==> config.mk <==
export PLATFORM = sky130hd
export DESIGN_NAME = alu_cmd_sequencer
export DESIGN_NICKNAME = d
export VERILOG_FILES = /design/src/rtl/alu_cmd_sequencer.sv
export SDC_FILE = /design/constraint.sdc
export NUM_CORES = 1
export LEC_CHECK = 0
export CORE_MARGIN = 3
export CORE_UTILIZATION = 46
export CTS_CLUSTER_DIAMETER = 100
export DETAILED_ROUTE_END_ITERATION = 8
export PLACE_DENSITY = 0.86
export SLEW_MARGIN = 20
export SYNTH_ARGS = -nofsm -noshare
export SYNTH_HDL_FRONTEND = slang
export SYNTH_SLANG_ARGS = --single-unit
==> constraint.sdc <==
create_clock -name iClock -period 4.5 [get_ports iClock]
set_clock_uncertainty 0.2 [all_clocks]
set_input_delay 0.675 -clock iClock [delete_from_list [all_inputs] [get_ports iClock]]
set_output_delay 0.675 -clock iClock [all_outputs]
set_load 0.05 [all_outputs]
==> src/rtl/alu_cmd_sequencer.sv <==
// alu_cmd_sequencer
//
// Upstream command stage for the 16-bit ALU. A command (opcode, operand A,
// operand B, chain flag) is taken over a valid/ready handshake and its fields
// are registered onto the ALU inputs. They are held there while the ALU
// produces its combinational result and then its registered flags. Result,
// carry and zero are returned as one response beat. A chaining accumulator
// keeps the last completed result, so a later command can use it as operand A.
//
// Handshake semantics (both channels): a beat transfers on a rising edge where
// valid and ready are both 1. A producer that raises valid keeps valid and its
// payload stable until that transfer. The response payload
// (oRspResult/oRspCarry/oRspZero) is held stable for as long as oRspValid=1.
//
// Sequence per command:
//   IDLE  -> ISSUE : command accepted, operands registered onto the ALU
//   ISSUE -> FLAG  : combinational ALU result captured; ALU registers flags
//   FLAG  -> RESP  : ALU flags captured, accumulator loaded, ALU inputs parked
//   RESP  -> IDLE  : response taken by the consumer
//
// Ports:
//   iClock, iReset            rising-edge clock, synchronous active-high reset
//   iCmdValid/oCmdReady       command handshake
//   iCmdOpcode/iCmdA/iCmdB    command payload
//   iCmdChain                 1: operand A comes from the accumulator
//   oAluA/oAluB/oAluOpcode    registered drive into the ALU
//   iAluResult                ALU result (combinational in the ALU)
//   iAluCarry/iAluZero        ALU flags (registered in the ALU)
//   oRspValid/iRspReady       response handshake
//   oRspResult/oRspCarry/oRspZero  response payload
//   oAcc                      chaining accumulator
//   oBusy                     1 whenever the sequencer is not idle
//   oDbgState                 current FSM state (0 IDLE, 1 ISSUE, 2 FLAG, 3 RESP)

module alu_cmd_sequencer #(
  parameter int WIDTH = 16,
  parameter int OPW   = 3,
  parameter logic [OPW-1:0] IDLE_OP = '0
) (
  input  logic             iClock,
  input  logic             iReset,
  input  logic             iCmdValid,
  output logic             oCmdReady,
  input  logic [OPW-1:0]   iCmdOpcode,
  input  logic [WIDTH-1:0] iCmdA,
  input  logic [WIDTH-1:0] iCmdB,
  input  logic             iCmdChain,
  output logic [WIDTH-1:0] oAluA,
  output logic [WIDTH-1:0] oAluB,
  output logic [OPW-1:0]   oAluOpcode,
  input  logic [WIDTH-1:0] iAluResult,
  input  logic             iAluCarry,
  input  logic             iAluZero,
  output logic             oRspValid,
  input  logic             iRspReady,
  output logic [WIDTH-1:0] oRspResult,
  output logic             oRspCarry,
  output logic             oRspZero,
  output logic [WIDTH-1:0] oAcc,
  output logic             oBusy,
  output logic [1:0]       oDbgState
);

  typedef enum logic [1:0] {
    ST_IDLE  = 2'd0,
    ST_ISSUE = 2'd1,
    ST_FLAG  = 2'd2,
    ST_RESP  = 2'd3
  } state_t;

  state_t           r_state;
  logic             r_cmd_ready;
  logic [WIDTH-1:0] r_alu_a;
  logic [WIDTH-1:0] r_alu_b;
  logic [OPW-1:0]   r_alu_op;
  logic             r_rsp_valid;
  logic [WIDTH-1:0] r_rsp_result;
  logic             r_rsp_carry;
  logic             r_rsp_zero;
  logic [WIDTH-1:0] r_acc;
  logic             r_busy;

  always_ff @(posedge iClock) begin
    if (iReset) begin
      r_state      <= ST_IDLE;
      r_cmd_ready  <= 1'b1;
      r_alu_a      <= '0;
      r_alu_b      <= '0;
      r_alu_op     <= IDLE_OP;
      r_rsp_valid  <= 1'b0;
      r_rsp_result <= '0;
      r_rsp_carry  <= 1'b0;
      r_rsp_zero   <= 1'b0;
      r_acc        <= '0;
      r_busy       <= 1'b0;
    end else begin
      case (r_state)
        ST_IDLE: begin
          // r_cmd_ready is 1 throughout IDLE, so valid alone is the handshake.
          if (iCmdValid && r_cmd_ready) begin
            r_alu_a     <= iCmdChain ? r_acc : iCmdA;
            r_alu_b     <= iCmdB;
            r_alu_op    <= iCmdOpcode;
            r_cmd_ready <= 1'b0;
            r_busy      <= 1'b1;
            r_state     <= ST_ISSUE;
          end
        end
        ST_ISSUE: begin
          // Operands have been stable for a full cycle; the ALU also
          // registers its flags on this same edge.
          r_rsp_result <= iAluResult;
          r_state      <= ST_FLAG;
        end
        ST_FLAG: begin
          // Operands were held through this cycle, so the flags now visible
          // belong to this command. Park the ALU on the idle opcode after.
          r_rsp_carry <= iAluCarry;
          r_rsp_zero  <= iAluZero;
          r_acc       <= r_rsp_result;
          r_alu_a     <= '0;
          r_alu_b     <= '0;
          r_alu_op    <= IDLE_OP;
          r_rsp_valid <= 1'b1;
          r_state     <= ST_RESP;
        end
        ST_RESP: begin
          if (iRspReady) begin
            r_rsp_valid <= 1'b0;
            r_cmd_ready <= 1'b1;
            r_busy      <= 1'b0;
            r_state     <= ST_IDLE;
          end
        end
        default: begin
          r_state <= ST_IDLE;
        end
      endcase
    end
  end

  assign oCmdReady  = r_cmd_ready;
  assign oAluA      = r_alu_a;
  assign oAluB      = r_alu_b;
  assign oAluOpcode = r_alu_op;
  assign oRspValid  = r_rsp_valid;
  assign oRspResult = r_rsp_result;
  assign oRspCarry  = r_rsp_carry;
  assign oRspZero   = r_rsp_zero;
  assign oAcc       = r_acc;
  assign oBusy      = r_busy;
  assign oDbgState  = r_state;

endmodule

==> out/metrics.cfg <==
[synth]
ys_seq_elements = 74
ys_top_cells_by_area = dfxtp_1, mux2i_1, a21oi_1, nand3_1, or3b_1
yosysWarnings = 0
yosys_most_used_dff = dfxtp_1
postSynth.asyncResetShare_pct = 0
ys_types = 25
syn_nets = 389
yosysMostFrequentCell = dfxtp_1
yosys-top-cells-count = dfxtp_1, mux2i_1, a21oi_1, nor2_1, nand3_1
synthCells = 325
syn_avg_cell_area_sq_um = 9.60
yosysSeqAreaShare_pct = 47.5
synth.top_cell.area_share_pct = 47.5
synth_area_sq_um = 3120
synth_edf_count = 0
synth.largest_area_cell = dfxtp_1

[grt]
antenna_found_initial = 0
grt_pass1_wl_um = 12600
grt-ovfl-total = 0
grt_pass1_vias = 2612
grt_max_degree = 77
track_usage_pct = 20.6

[critical_path]
crit_arrival_ns = 1.62
crit_chain = clkdlybuf4s50_1
cp_slowest_cell = clkdlybuf4s50_1
timing.rr.start = oDbgState[0]
cpPeakStageDelay_ns = 0.85
critPathBufInv = 1
cp_max_fo = 6
worstRegToRegCells = 5
r2r_slack_ns = 2.09
reg2reg_to = oAluB[0]
cp-start-kind = register
endpoint_kind = output port
cp-endpoint = oDbgState[0]
path_depth = 1
critPathRequiredTime_ns = 3.62
worstSetupPathType = register to output port
crit_family = buffers and inverters
cp-startpoint = oDbgState[0]

[timing]
tns_ns = 0
slew_violations = 0
timing.final.ws_setup_ns = 2.00
worst_slew_pin_slew_ns = 0.977
rsz0062_at_grt = no
finalCritPeriodShare_pct = 55.5
period_minus_slack_ns = 2.50
setup_viol = 0
finalHoldViolCount = 0
slew_headroom_pct = 34.9
fmax_ghz = 0.400

[min_path]
min_delay_path_depth = 2
hold_path.class = register to register

[routing]
vias_per_cell = 5.31
routedWlPerCell_um = 15.4
dr.pass1.iters = 4
ant_nets = 0
drtIter0Drc = 139
num_vias = 2776
route.detailed.drc = 0
wl_um = 8050

[floorplan]
coreArea_sq_um = 6460
pin_count = 132
initial_core_util_pct = 48.3
fp.dieW_um = 88.4
die_h_um = 88.4
dieArea_sq_um = 7810
rows = 29

[layout]
antenna_cells = 0
drive_gt1_share_pct = 4.71
multi_input_area_sq_um = 1470
syn_to_final_growth_pct = 47.2
stdcell_count = 523
nets = 505
num-fill-cells = 500
ff_latch_area_sq_um = 1480

[job]
drv_cap = 0

[clock_tree]
cts_setup_buffers = 0
htree_num_levels = 3
clk_latency_ns = 0.34
cts_inserted_buffers = 9
cts.sink_count = 74
postCtsHoldBufs = 0
clk_pin_slew_ns = 0.07
root_buffer = clkbuf_8
cts_tree = built
cts_buffer_depth = 2
cts_resized = 0

[pwr]
power.total_w = 0.00268
powerDensity_nw_per_um2 = 584
ir_drop_v = 0.000351
p_leak_nw = 1.68

[placed_design]
gp_congestion = 0.785
io_buffers = 131
place_inst = 507
pre_cts_slack_ns = 1.72
hpwl_um = 5540

[outcome]
status = completed

[final cells by class]
| class | instances | area share [%] |
|---|---|---|
| clock buffer | 12 | 3.38 |
| clock inverter | 4 | 1.06 |
| inverter | 4 | 0.327 |
| multi-input combinational | 218 | 31.9 |
| sequential | 74 | 32.3 |
| tap | 77 | 2.10 |
| timing repair buffer | 134 | 28.9 |
[worst min-delay path by stage]
| stage | startpoint | endpoint | slack [ns] |
|---|---|---|---|
| floorplan | oAluB[10] | oAluB[10] | 0.49 |
| global placement | oAluB[6] | oAluB[6] | 0.25 |
| finish | oAluA[3] | oAluA[3] | 0.26 |
| CTS | oAluB[6] | oAluB[6] | 0.27 |
| global route | oAluB[4] | oAluB[4] | 0.28 |
| detailed placement | oAluB[6] | oAluB[6] | 0.26 |
[layout by cell type, fill, tap and decap left out, drive strengths merged]
cell and instances:
nand3 36, bufinv 1, nor2b 2, or4b 1, o31ai 1, a21oi 38
clkdlybuf4s50 130, o21ai 2, nor2 38, or3b 19, clkinv 2, dfxtp 74
o311ai 2, ha 6, buf 4, mux2i 50, a21boi 1, clkbuf 12
or4 1, inv 5, nand2 3, or3 17, nand2b 1
[per-layer routing]
layer	vias to the layer above	part of all wire (%)	GRT usage, %
met3	18	7.8	5.40
met5	-	0	0
met1	1264	44	27.2
li1	1381	-	-
met2	113	46	31.7
met4	0	3.0	9.34
[kinds of logic after synthesis]
family          synth area share, %
buf+inv                        5.61
compound gates                 7.46
flops                          47.5
mux                            16.0
fa+ha+maj                      2.41
simple gates                   21.0
[power breakdown]
group / switching, W / total [W] / internal, W
registers: 0.0000897 / 0.000874 / 0.000784
logic: 0.000827 / 0.00129 / 0.000460
clock network: 0.000235 / 0.000522 / 0.000287
[sequential cells by signal, indices dropped and copies added (netlist names)]
| register | count |
|---|---|
| oAcc | 16 |
| oRspResult | 16 |
| oRspCarry | 1 |
| oAluB | 16 |
| oDbgState | 2 |
| oAluA | 16 |
| oRspValid | 1 |
| oRspZero | 1 |
| oAluOpcode | 3 |
| oCmdReady | 1 |
| oBusy | 1 |
[through the flow]
stage	cell area (sq um)	hold WS [ns]	util [%]
6_report	4590	0.263	71.1
5_1_grt	4590	0.280	71.1
4_1_cts	4590	0.267	71.1
3_5_place_dp	4390	0.256	67.9
3_3_place_gp	4390	0.249	67.9
2_1_floorplan	3120	0.486	-
(Power assumes the default switching activity.)
